[src/rtl/fir_pkg.sv]
// Shared types and arithmetic helpers for the time-multiplexed FIR filter.
// Holds the controller state encoding and the round/rescale/saturate step.
package fir_pkg;

    typedef enum logic [1:0] {
        IDLE = 2'd0,
        MAC  = 2'd1,
        OUT  = 2'd2
    } state_t;

    // Round half up, arithmetic shift right, then clamp to a signed out_width range.
    function automatic logic signed [63:0] sat_round(
        input  logic signed [63:0] acc,
        input  int                 shift,
        input  int                 out_width,
        output logic               sat
    );
        logic signed [63:0] r;
        logic signed [63:0] hi;
        logic signed [63:0] lo;
        r   = (acc + (64'sd1 <<< (shift - 1))) >>> shift;
        hi  = (64'sd1 <<< (out_width - 1)) - 64'sd1;
        lo  = -(64'sd1 <<< (out_width - 1));
        sat = 1'b0;
        if (r > hi) begin
            r   = hi;
            sat = 1'b1;
        end else if (r < lo) begin
            r   = lo;
            sat = 1'b1;
        end
        return r;
    endfunction

endpackage

[src/rtl/fir_mac_unit.sv]
// Shared multiply-accumulate engine: one tap product per enabled cycle, with the
// rounded and saturated result captured on the last tap.
module fir_mac_unit
    import fir_pkg::*;
#(
    parameter int DATA_WIDTH = 16,
    parameter int COEF_WIDTH = 16,
    parameter int ACC_WIDTH  = 35,
    parameter int OUT_WIDTH  = 16,
    parameter int SHIFT      = 14
) (
    input  logic                         clk,
    input  logic                         rst,
    input  logic                         clear,
    input  logic                         en,
    input  logic                         last,
    input  logic signed [DATA_WIDTH-1:0] sample,
    input  logic signed [COEF_WIDTH-1:0] coef,
    output logic signed [OUT_WIDTH-1:0]  result,
    output logic                         result_sat
);

    localparam int PROD_W = DATA_WIDTH + COEF_WIDTH;

    logic signed [PROD_W-1:0]    prod;
    logic signed [ACC_WIDTH-1:0] acc;
    logic signed [ACC_WIDTH-1:0] acc_sum;
    logic signed [63:0]          rounded;
    logic                        rounded_sat;

    // The last product is folded in combinationally so the result lands with the final tap.
    always_comb begin
        rounded_sat = 1'b0;
        prod        = PROD_W'(sample) * PROD_W'(coef);
        acc_sum     = acc + ACC_WIDTH'(prod);
        rounded     = sat_round(64'(acc_sum), SHIFT, OUT_WIDTH, rounded_sat);
    end

    always_ff @(posedge clk or posedge rst) begin
        if (rst) begin
            acc        <= '0;
            result     <= '0;
            result_sat <= 1'b0;
        end else if (clear) begin
            acc <= '0;
        end else if (en) begin
            acc <= acc_sum;
            if (last) begin
                result     <= OUT_WIDTH'(rounded);
                result_sat <= rounded_sat;
            end
        end
    end

endmodule

[src/rtl/fir_tdm_mac.sv]
// Multi-channel FIR with one shared MAC: per-channel delay lines, shared runtime
// coefficients, valid/ready on both sides, rounded and saturated output.
module fir_tdm_mac
    import fir_pkg::*;
#(
    parameter  int DATA_WIDTH = 16,
    parameter  int COEF_WIDTH = 16,
    parameter  int TAP_NUMBER = 8,
    parameter  int NUM_CH     = 2,
    parameter  int OUT_WIDTH  = 16,
    parameter  int SHIFT      = 14,
    localparam int CH_W       = (NUM_CH > 1) ? $clog2(NUM_CH) : 1,
    localparam int TAP_W      = $clog2(TAP_NUMBER),
    localparam int ACC_WIDTH  = DATA_WIDTH + COEF_WIDTH + TAP_W
) (
    input  logic                         clk,
    input  logic                         rst,
    input  logic                         in_valid,
    output logic                         in_ready,
    input  logic signed [DATA_WIDTH-1:0] in_data,
    input  logic [CH_W-1:0]              in_ch,
    input  logic                         coef_we,
    input  logic [TAP_W-1:0]             coef_addr,
    input  logic signed [COEF_WIDTH-1:0] coef_data,
    output logic                         coef_drop,
    output logic                         out_valid,
    input  logic                         out_ready,
    output logic signed [OUT_WIDTH-1:0]  out_data,
    output logic [CH_W-1:0]              out_ch,
    output logic                         out_sat,
    output logic                         busy
);

    // Handshake: a transfer happens on a rising clk edge where valid and ready are both
    // high; valid never waits on ready, and out_data/out_ch/out_sat hold while out_valid
    // is high and out_ready is low.

    state_t state;
    state_t state_nxt;

    logic [CH_W-1:0]               ch;
    logic [TAP_W-1:0]              k;
    logic signed [DATA_WIDTH-1:0]  line [NUM_CH][TAP_NUMBER];
    logic signed [COEF_WIDTH-1:0]  coef [TAP_NUMBER];

    logic accept;
    logic ch_ok;
    logic addr_ok;
    logic last_tap;
    logic mac_en;

    assign ch_ok    = {1'b0, in_ch} < (CH_W + 1)'(NUM_CH);
    assign addr_ok  = {1'b0, coef_addr} < (TAP_W + 1)'(TAP_NUMBER);
    assign last_tap = (k == TAP_W'(TAP_NUMBER - 1));
    assign busy     = (state != IDLE);
    assign out_valid = (state == OUT);

    always_ff @(posedge clk or posedge rst) begin
        if (rst) state <= IDLE;
        else     state <= state_nxt;
    end

    // Out-of-range channels complete the handshake but are dropped without leaving IDLE.
    always_comb begin
        state_nxt = state;
        in_ready  = 1'b0;
        accept    = 1'b0;
        mac_en    = 1'b0;
        case (state)
            IDLE: begin
                in_ready = !rst;
                if (in_valid && ch_ok) begin
                    accept    = 1'b1;
                    state_nxt = MAC;
                end
            end
            MAC: begin
                mac_en = 1'b1;
                if (last_tap) state_nxt = OUT;
            end
            OUT: begin
                if (out_ready) state_nxt = IDLE;
            end
            default: state_nxt = IDLE;
        endcase
    end

    always_ff @(posedge clk or posedge rst) begin
        if (rst) begin
            for (int c = 0; c < NUM_CH; c++)
                for (int t = 0; t < TAP_NUMBER; t++)
                    line[c][t] <= '0;
            for (int t = 1; t < TAP_NUMBER; t++)
                coef[t] <= '0;
            coef[0]   <= COEF_WIDTH'(1 << SHIFT);
            ch        <= '0;
            k         <= '0;
            out_ch    <= '0;
            coef_drop <= 1'b0;
        end else begin
            if (accept) begin
                for (int t = TAP_NUMBER - 1; t > 0; t--)
                    line[in_ch][t] <= line[in_ch][t-1];
                line[in_ch][0] <= in_data;
                ch <= in_ch;
                k  <= '0;
            end else if (mac_en) begin
                k <= k + TAP_W'(1);
                if (last_tap) out_ch <= ch;
            end
            // Coefficients are only rewritten between samples so a running sum never mixes sets.
            if (coef_we && state == IDLE && addr_ok)
                coef[coef_addr] <= coef_data;
            coef_drop <= coef_we && (state != IDLE);
        end
    end

    fir_mac_unit #(
        .DATA_WIDTH (DATA_WIDTH),
        .COEF_WIDTH (COEF_WIDTH),
        .ACC_WIDTH  (ACC_WIDTH),
        .OUT_WIDTH  (OUT_WIDTH),
        .SHIFT      (SHIFT)
    ) u_mac (
        .clk        (clk),
        .rst        (rst),
        .clear      (accept),
        .en         (mac_en),
        .last       (last_tap),
        .sample     (line[ch][k]),
        .coef       (coef[k]),
        .result     (out_data),
        .result_sat (out_sat)
    );

endmodule

[config.mk]
export PLATFORM = sky130hd
export DESIGN_NAME = fir_tdm_mac
export DESIGN_NICKNAME = d
export VERILOG_FILES = /design/src/rtl/fir_pkg.sv /design/src/rtl/fir_mac_unit.sv /design/src/rtl/fir_tdm_mac.sv
export SDC_FILE = /design/constraint.sdc
export NUM_CORES = 2
export LEC_CHECK = 0
export CAP_MARGIN = 20
export CORE_MARGIN = 2
export CORE_UTILIZATION = 40
export DETAILED_ROUTE_END_ITERATION = 10
export PLACE_DENSITY_LB_ADDON = 0.3
export RECOVER_POWER = 100
export SYNTH_ARGS = -nofsm -noshare
export SYNTH_HDL_FRONTEND = slang
export SYNTH_SLANG_ARGS = --single-unit
[constraint.sdc]
create_clock -name clk -period 22.7 [get_ports clk]
set_input_delay 2.27 -clock clk [delete_from_list [all_inputs] [get_ports clk]]
set_output_delay 2.27 -clock clk [all_outputs]
set_load 0.005 [all_outputs]
=== After elaboration in Yosys (flattened, before gate mapping) ===
Index checks and enable logic that the tools add are counted.

* $add $sub $neg: 3
* Multiply operators: 1
* Div/mod/pow operators: 0
* Order comparisons: 8
* Equal/unequal tests: 6
* Shifts and indexed selects: 0
* Multiplexer cells: 55
* Bitwise operators: 5
* Reductions and logical operators: 10

{| class="wikitable"
|+ Operator list
! cell !! count
|-
| bitwise mux 256 bit || 8
|-
| demux 128 bit (select 1 bit) || 8
|-
| 2-to-1 mux 128 bit || 7
|-
| bitwise mux 128 bit || 1
|-
| 2-to-1 mux 16 bit || 8
|-
| 2-to-1 mux 112 bit || 1
|-
| binary-select mux 16 bit (select 3 bit) || 2
|-
| 2-to-1 mux 96 bit || 1
|-
| 2-to-1 mux 80 bit || 1
|-
| 2-to-1 mux 35 bit || 2
|-
| 2-to-1 mux 64 bit || 1
|-
| demux 16 bit (select 3 bit) || 1
|-
| 2-to-1 mux 48 bit || 1
|-
| adder 35 x 15 -> 36 bit, second input constant || 1
|-
| adder 35 x 32 -> 35 bit || 1
|-
| multiplier 16 x 16 -> 32 bit || 1
|-
| 2-to-1 mux 32 bit || 1
|-
| > comparator 22 x 16 -> 1 bit, second input constant || 1
|-
| less-than comparator 22 x 16 -> 1 bit, second input constant || 1
|-
| greater-or-equal comparator 4 bit, second input constant || 2
|-
| NOT 3 -> 4 bit || 2
|-
| 2-to-1 mux 1 bit || 6
|-
| 2-to-1 mux 2 bit || 3
|-
| 2-to-1 mux 3 bit || 2
|-
| other kinds (17) || 25
|}

* Register bits: 444
* Latch bits: 0
* Memory bits (writable): 0
* ROM bits: 0
* Input port bits: 41
* Output and inout bits: 22
* Word-level logic and storage cells: 120
* Memories: 0

=== Depth between registers and ports, before layout ===
* Word-level depth: 13
* Mapped depth: 38
* Mapped depth without buffers: 30

=== Modules after synthesis ===
Synthesis repeated with hierarchy kept, for this count alone.

* Cell total of the unflattened synthesis: 2687
* Area total of the unflattened synthesis: 32541.2 um2

{| class="wikitable"
|+ By module, submodules not included
! module !! instances !! cells an instance !! area each (um2) !! sequential area each (um2)
|-
| fir_tdm_mac || 1 || 1050 || 17730.8 || 9810.7
|-
| fir_mac_unit || 1 || 1637 || 14810.5 || 1301.2
|}

=== Least setup slack after synthesis ===
Ideal clock, no wire load.

* Path kind: register -> register
* Start: register ch
* End: register u_mac.result[0]
* Library setup time: 0.142 ns
* Arrival: 9.971 ns
* Required time: 22.558 ns
* Setup slack: 12.587 ns
* Stages on the path, launching flop included: 32
* Path buffers: 7
* Clock period less this slack: 10.113 ns
* Cell sequence: dfrtp_1 -> buf_1 -> clkbuf_1 -> buf_1 -> clkbuf_1 -> mux4_2 -> mux4_2 -> clkbuf_1 -> nand2_1 -> fa_1 -> fa_1 -> fa_1 -> inv_1 -> fa_1 -> fa_1 -> inv_1 -> fa_1 -> inv_1 -> ha_1 -> buf_6 -> a21oi_1 -> nand2_1 -> a211o_1 -> a21oi_1 -> xor2_1 -> or4_4 -> or3_4 -> o31a_1 -> a2111o_1 -> a221oi_4 -> buf_6 -> o22ai_1

* Word-level cells in the longest chain between the ends: 13
* Elaborated cells between the ends (all ways): 14
* Those cells by class: add/sub (2); mul (1); order compare (2); mux (8); bitwise (1)

{| class="wikitable"
|+ RTL lines
! item !! RTL line !! source
|-
| start: declaration || fir_tdm_mac.sv:41 || <nowiki>logic [CH_W-1:0] ch;</nowiki>
|-
| start signal: assignment || fir_tdm_mac.sv:105 || <nowiki>ch <= in_ch;</nowiki>
|-
| NOT 1 -> 2 bit (not written as such) (*) || fir_tdm_mac.sv:130 || <nowiki>.sample (line[ch][k]),</nowiki>
|-
| 2-to-1 mux 128 bit (not written as such) (*) (3 in series) || fir_tdm_mac.sv:130 ||
|-
| binary-select mux 16 bit (select 3 bit) (*) || fir_tdm_mac.sv:130 ||
|-
| 2-to-1 mux 16 bit (not written as such) (*) (2 in series) || fir_tdm_mac.sv:130 ||
|-
| multiplier 16 x 16 -> 32 bit (*) || fir_mac_unit.sv:34 || <nowiki>prod = PROD_W'(sample) * PROD_W'(coef);</nowiki>
|-
| adder 35 x 32 -> 35 bit (*) || fir_mac_unit.sv:35 || <nowiki>acc_sum = acc + ACC_WIDTH'(prod);</nowiki>
|-
| adder 35 x 15 -> 36 bit (*) || fir_pkg.sv:21 || <nowiki>r = (acc + (64'sd1 <<< (shift - 1))) >>> shift;</nowiki>
|-
| less-than comparator 22 x 16 -> 1 bit || fir_pkg.sv:28 || <nowiki>end else if (r < lo) begin</nowiki>
|-
| 2-to-1 mux 16 bit || fir_pkg.sv:28 ||
|-
| 2-to-1 mux 16 bit (*) || fir_pkg.sv:25 || <nowiki>if (r > hi) begin</nowiki>
|-
| end signal: assignment || fir_mac_unit.sv:49 || <nowiki>result <= OUT_WIDTH'(rounded);</nowiki>
|-
| end: declaration || fir_mac_unit.sv:19 || <nowiki>output logic signed [OUT_WIDTH-1:0] result,</nowiki>
|}

Every way passes the cells marked *; elsewhere a longest branch is shown, timed or not. The select of a mux whose other input is x is not followed.
A chain may end at the register's enable or synchronous reset.

=== Worst setup path after layout ===
* Start: register k[0]
* End: register u_mac.result[8]

* Word-level cells in the longest chain between the ends: 10
* Elaborated cells between the ends (all ways): 16
* Those cells by class: add/sub (2); mul (1); order compare (2); eq/ne (1); mux (8); bitwise (1); reduce/logical (1)

{| class="wikitable"
|+ RTL lines
! item !! RTL line !! source
|-
| start: declaration || fir_tdm_mac.sv:42 || <nowiki>logic [TAP_W-1:0] k;</nowiki>
|-
| start signal: assignment || fir_tdm_mac.sv:108 || <nowiki>k <= k + TAP_W'(1);</nowiki>
|-
| NOT 3 -> 4 bit (not written as such) || fir_tdm_mac.sv:130, fir_tdm_mac.sv:131 ||
|-
| binary-select mux 16 bit (select 3 bit), on equally long branches || fir_tdm_mac.sv:130, fir_tdm_mac.sv:131 ||
|-
| 2-to-1 mux 16 bit, on equally long branches (2 in series) || fir_tdm_mac.sv:130, fir_tdm_mac.sv:131 ||
|-
| multiplier 16 x 16 -> 32 bit || fir_mac_unit.sv:34 ||
|-
| adder 35 x 32 -> 35 bit || fir_mac_unit.sv:35 ||
|-
| adder 35 x 15 -> 36 bit || fir_pkg.sv:21 ||
|-
| less-than comparator 22 x 16 -> 1 bit || fir_pkg.sv:28 ||
|-
| 2-to-1 mux 16 bit || fir_pkg.sv:28 ||
|-
| 2-to-1 mux 16 bit || fir_pkg.sv:25 ||
|}

Parallel ways exist; a longest one is shown, timed or not. The select of a mux whose other input is x is not followed.

==> summary.md <==
| Metric | Value |
|---|---|
| Class of the worst hold path | `reg -> reg` |
| Final WL | `72500 um` |
| Endpoint type of the worst setup path | `register` |
| Normalized max-slew margin | `-427%` |
| Post-CTS Setup Bufs | `0` |
| Main synth FF type | `dfrtp_1` |
| Fin. Hold Viols | `0` |
| Vias | `19800` |
| FF+latch count, synth | `444` |
| Adder-Cell Fraction of Synth Area | `23.7%` |
| Main combinational cell family by area after synthesis | `adder cells` |
| Cts hold-fix bufs | `0` |
| Max-slew violations | `751` |
| Final worst path period share | `59.5%` |
| Starting Density | `40.4%` |
| Setup TNS | `0 ns` |
| TritonCTS Sinks | `444` |
| Sequential area share after synthesis | `34.9%` |
| Synth async-reset ratio | `100%` |
| DP Wirelength | `52100 um` |
| DRC Markers | `0` |
| Synthesized area | `31800 um^2` |
| Die X | `286 um` |
| Minimum clock period | `13.51 ns` |
| Critical path class | `reg -> reg` |
| Unique masters post-synth | `76` |
| Clock Skew | `0.0342 ns` |
| Core area | `78900 um^2` |
| I/O Pins | `63` |
| Post-synth EDFFs | `0` |
| RSZ-0062 raised after global routing | `no` |
| Root Driver | `clkbuf_16` |
| Warning count from the yosys run | `0` |
| RePlAce Congestion | `0.867` |
| XOR/XNOR Fraction of Synth Area | `1.29%` |
| Final Setup Violations | `0` |
| Nets@finish | `3084` |
| Synth Area in Simple Gates | `7.00%` |
| Max clock buf depth | `3` |
| Max-Cap Viols | `12` |
| TritonCTS clock tree | `built` |
| Vias in the first global route | `21900` |
| Failing checks | `max-capacitance violations, max-slew violations` |
| Port bufs | `62` |
| Post-synthesis compound-gate area fraction | `4.83%` |
| Num rows | `103` |
| Clock slew at reported path FFs | `0.06 ns` |
| H-Tree Depth | `2` |
| Initial antenna violation count | `1` |
| Post-DR vias/cell | `5.34` |
| Worst Path Required | `23.09 ns` |
| Total GRT Usage | `18.4%` |
| Clk_lat worst skew | `0.61 ns` |
| # fillers | `7267` |
| Layout Area Growth over Synthesis | `10.6%` |
| DR WL/cell | `19.5 um` |
| Worst-Margin Slew | `7.90 ns` |
| Multiplexer area fraction after synthesis | `22.3%` |
| Detail Route Antenna Nets | `0` |
| Outcome | `finished, violations left` |
| Initial DRC count | `1241` |
| Max Fclk | `0.0740 GHz` |
| Vert. Die Dim | `286 um` |
| CP startpoint kind | `register` |
| Drt first pass iters | `5` |
| First-pass GRT wire length | `120000 um` |
| Critical path peak fanout | `34` |
| Ratio of cells with drive above 1 in the final layout | `23.9%` |
| PostCTS Resize Cnt | `0` |
| Syn avg cell area | `12.2 um^2` |
| Grt ovf | `0` |
| Cells after synthesis | `2606` |
| Die area | `81900 um^2` |
| Num CTS Buffers | `50` |
| Arr. time, crit path | `13.90 ns` |
| Largest net degree at the start of global routing | `152` |
| Post-Syn Nets | `3064` |
## cell usage after synthesis (all sizes together), types with 14 or more instances
master	instances	area (um^2)
a21oi	51	255
a22o	17	149
and2	20	128
and3	14	88.8
buf	27	154
clkbuf	98	389
dfrtp	443	11100
fa	310	6210
ha	107	1340
inv	359	1350
mux2	401	4520
mux2i	23	230
mux4	105	2360
nand2	162	608
nand2b	21	131
nand3	15	75.1
nand4	14	87.6
nor2	103	387
nor2b	66	413
nor3	14	75.1
o21ai	48	244
o22ai	17	113
xnor2	32	280
xor2	15	131
## cells by family (layout without fill, tap and decap cells)
group           Yosys count  in the layout
mux                     529            529
buf+inv                 484            544
simple gates            460            460
flops                   444            444
fa+ha+maj               417            417
compound gates          225            225
xor+xnor                 47             47
other cells               0              1
## area by class of cell
type,count,area (um^2),area share (%)
repair buffers,93,808,2.29
flip-flops and latches,444,11100,31.6
diodes,1,2.50,0.00710
clock inverters,23,325,0.924
multi-input cells,1678,18800,53.4
inverters,359,1350,3.83
clock buffers,69,1480,4.21
well taps,1050,1310,3.73
## placed cells by master (no fill, tap or decap), types with 18 or more instances in the layout
cell type,instances
mux4_2,105
nor2b_1,66
mux2i_1,23
nor2_1,102
fa_1,310
clkdlybuf4s50_1,38
and2_1,18
mux2_2,399
ha_1,107
nand2_1,162
nand2b_1,21
dfrtp_1,440
clkbuf_16,50
dlygate4sd3_1,24
inv_1,358
o21ai_0,41
a21oi_1,51
xnor2_1,32
## critical path, cell delays in order (launching register included)
cell and delay [ns]:
dfrtp_1 1.16, clkbuf_1 1.90, mux4_2 0.69, mux2i_1 0.14
clkbuf_1 0.80, nor2b_1 0.16, fa_1 0.57, inv_1 0.05
fa_1 0.45, fa_1 0.51, inv_1 0.05, fa_1 0.49
fa_1 0.51, inv_1 0.06, fa_1 0.47, inv_1 0.04
ha_1 0.53, o211ai_1 0.15, o21ai_0 0.54, o2111ai_1 0.37
nand2b_1 0.33, nor4_1 0.82, and3_1 0.31, o2111ai_1 0.14
a211o_2 0.37, a221oi_1 1.45, o22ai_1 0.20
## routing by layer
| layer | share of wire, % | vias up | global-route usage [%] |
|---|---|---|---|
| li1 | - | 8834 | - |
| met3 | 3.8 | 123 | 2.04 |
| met1 | 45 | 10500 | 25.0 |
| met5 | 0 | - | 0 |
| met4 | 3.0 | 0 | 5.72 |
| met2 | 48 | 428 | 31.0 |
## sequential cells by signal, indices dropped and copies added (netlist names)
| register | count |
|---|---|
| coef | 128 |
| k | 3 |
| out_ch | 1 |
| u_mac.result_sat | 1 |
| line | 256 |
| u_mac.acc | 35 |
| state | 2 |
| ch | 1 |
| u_mac.result | 16 |
| coef_drop | 1 |
## path summary, 6_finish.rpt
check	from	to	slack, ns	cells past startpoint
worst max-delay path	k[0]$_DFFE_PP0P_	u_mac.result[8]$_DFFE_PP0P_	9.19	26
worst min-delay path	u_mac.result[15]$_DFFE_PP0P_	u_mac.result[15]$_DFFE_PP0P_	0.48	1
worst max register to register	k[0]$_DFFE_PP0P_	u_mac.result[8]$_DFFE_PP0P_	9.19	26
worst min register to register	u_mac.result[15]$_DFFE_PP0P_	u_mac.result[15]$_DFFE_PP0P_	0.48	1
max in group asynchronous	rst	ch$_DFFE_PP0P_	9.23	4
min in group asynchronous	rst	coef[16]$_DFFE_PP0P_	2.63	2
## metrics by stage
step / hold WS, ns / cells / worst slack [ns] / instance area, um^2 / util [%]
finish: 0.481 / 3717 / 9.19 / 35200 / 44.7
global placement: 0.481 / 3618 / 11.83 / 33500 / 42.4
floorplan: 0.454 / 2606 / 8.06 / 31800 / -
CTS: 0.496 / 3710 / 11.53 / 35300 / 44.7
global route: 0.512 / 3717 / 6.81 / 35200 / 44.7
detailed placement: 0.483 / 3618 / 11.63 / 33500 / 42.4
Power is left out: the tool's default activity adds up to more than one toggle a clock period on the data nets, which glitch-free logic cannot reach.
==> RTL edit (same settings) <==
Change the parameter `TAP_NUMBER` from 8 to 16.
--- a/src/rtl/fir_tdm_mac.sv
+++ b/src/rtl/fir_tdm_mac.sv
@@ -5,7 +5,7 @@
 #(
     parameter  int DATA_WIDTH = 16,
     parameter  int COEF_WIDTH = 16,
-    parameter  int TAP_NUMBER = 8,
+    parameter  int TAP_NUMBER = 16,
     parameter  int NUM_CH     = 2,
     parameter  int OUT_WIDTH  = 16,
     parameter  int SHIFT      = 14,
Interface: changed (resized coef_addr); port bits go from 63 to 64. The function was not compared with the original's and may differ.
==> RTL edit against the unedited design <==
The run still ends with capacitance limit, slew limit left. Area after synthesis rose by 55%. Wire length up 51%. Global-route usage shrank 0.44 points. Non-clock buffer count is 38 higher. Via count is 47% higher. Cell area grew 55%. Die area is 54% higher. Sequential cell count is 386 higher. Worst hold slack worse by 9.4 ps. Clock skew down 5.1 ps. Setup slack got worse by 2200 ps. Core utilization increased by 0.18 points. Highest routed layer unchanged.
Power is not shown: default switching activity piles up to over one toggle a cycle in this logic, so the estimate is an artifact.
==> RTL edit: results (changes against the unedited design) <==
[metrics] outcome: finished, violations left
[metrics] violated checks: capacitance limit, slew limit
[metrics] DR vias/cell: 5.32 (-0.40%)
[metrics] setup slack after placement: 11400 ps (-235 ps)
[metrics] Area after DPL: 51700 µm² (+54%)
[metrics] global placer's final weighted congestion: 0.827 (-4.6%)
[metrics] share of layout cells above drive strength 1: 30.5% (+6.6 points)
[metrics] buffer depth of the longest clock path: 3 (unchanged)
[metrics] maximum single-stage delay on the critical path: 2600 ps (+700 ps)
[metrics] clock root buffer: clkbuf_16
[metrics] Worst setup endpoint: u_mac.result[6]$_DFFE_PP0P_
[metrics] number of buffers created by CTS: 94 (+88%)
[metrics] Overall Global Routing Usage: 17.9% (-0.44 points)
[metrics] half-perimeter wire length of the detailed placement result: 71600 µm (+37%)
[metrics] antenna violations before repair: 3 (+2)
[metrics] number of cells traversed by the worst register-to-register path: 26 (unchanged)
[metrics] clk_lat worst skew: 670 ps (+60 ps)
[metrics] asr flop ratio synth: 100% (unchanged)
[metrics] share of synthesized area occupied by flip-flops and latches: 42.2% (+7.3 points)
[metrics] Worst Max-Slew Pin Slew: 8970 ps (+1070 ps)
[metrics] origin of the worst setup path: k[1]$_DFFE_PP0P_
[metrics] leading post-synthesis cells by instance count: 829 x dfrtp_1, 806 x mux2_2, 340 x inv_1
[metrics] ranking of synthesized cells by area: dfrtp_1 42%, mux2_2 18%, fa_1 13%
[metrics] pin count of the biggest net entering global routing: 174 (+14%)
[metrics] synth warn: 0 (unchanged)
[metrics] slowest cell on the critical path: clkbuf_1
[metrics] Worst Path Max Fanout: 46 (+35%)
[metrics] Final Max Tran Viols: 1341 (+79%)
[metrics] number of H-tree levels: 3 (+1)
[metrics] violation count after the first detailed-routing iteration: 1832 (+48%)
[metrics] via count of the first global-routing pass: 31100 (+42%)
[metrics] final critical-path share of the clock period: 69.1% (+9.6 points)
[metrics] number of distinct library cell variants in the gate-level netlist after synthesis: 78 (+2.6%)
[metrics] Initial DRT Pass Iterations: 5 (unchanged)
[metrics] syn_nets: 4245 (+39%)
[metrics] primary flip-flop cell chosen by synthesis mapping: dfrtp_1
[metrics] Endpoint, Worst Hold: out_ch$_DFFE_PP0P_
[metrics] CP top delay family: buffers and inverters
[metrics] final clock skew: 29.1 ps (-5.09 ps)
[metrics] count of cells along the worst hold path: 2 (+1)
[metrics] # port buffers: 63 (+1.6%)
[metrics] largest registers ranked by flip-flop count: line: 512 flops, coef: 256 flops, u_mac.acc: 36 flops
[metrics] hold crit path type: flop to flop
[metrics] postcts setup bufs: 0 (unchanged)
[metrics] Resized cells post-CTS: 0 (unchanged)
[metrics] Worst R2R Setup Slack: 7010 ps (-2180 ps)
[metrics] Routed Wire Length: 110000 µm (+51%)
[metrics] number of max-cap violations: 26 (+14)
[metrics] critical path data arrival time: 16190 ps (+2290 ps)
[metrics] clock edge transition at the registers on the reported setup and hold paths: 60 ps (about the same)
[metrics] start point of the worst hold path: out_ch$_DFFE_PP0P_
[metrics] wire length of the first global-routing pass: 180000 µm (+50%)
## RTL edit: cell count changes after synthesis, sizes merged, moves of 35 or more
cell / before / now
o21ai: 48 / 83
mux4: 105 / 142
nand2b: 21 / 107
dfrtp: 443 / 829
mux2: 401 / 806
clkbuf: 98 / 190
a21oi: 51 / 100
mux2i: 23 / 99
## RTL edit: cells by family (layout without fill, tap and decap cells)
| kind of cell | count (synthesis) | in the layout | share of synthesized area [%] |
|---|---|---|---|
| AOI/OAI and AO/OA | 365 | 365 | 5.01 |
| buffers and inverters | 567 | 645 | 4.37 |
| other | 0 | 2 | 0 |
| xor gates and xnor gates | 56 | 56 | 1.01 |
| muxes | 1047 | 1047 | 26.9 |
| DFF | 830 | 830 | 42.2 |
| and+or+nand+nor | 492 | 492 | 4.95 |
| adders and majority gates | 423 | 423 | 15.5 |
## RTL edit: cell type report
| class | instances | area [µm²] |
|---|---|---|
| Fill cell | 11200 | 67300 |
| Multi-Input combinational cell | 2383 | 26300 |
| Sequential cell | 830 | 20800 |
| Clock buffer | 141 | 2860 |
| Tap cell | 1625 | 2030 |
| Inverter | 340 | 1280 |
| Timing Repair Buffer | 131 | 1060 |
| Clock inverter | 33 | 428 |
| Antenna cell | 2 | 5.00 |
## RTL edit: routing by layer
layer / share of wire, % / wire length, µm / GRT usage (%) / up-vias
met1: 49 / 53400 / 26.6 / 15300
met4: 2.0 / 2180 / 4.44 / 0
met5: 0 / 0 / 0 / -
li1: - / - / - / 13200
met2: 44 / 48700 / 27.3 / 545
met3: 5.1 / 5550 / 3.24 / 149
## RTL edit: stage by stage
step           std cells  hold WS, ps  util, %
6_report            5485          471     44.8
5_1_grt             5484          508     44.8
4_1_cts             5479          485     45.0
3_5_place_dp        5305          471     42.3
3_3_place_gp        5303          463     42.3
2_1_floorplan       3780          450        -
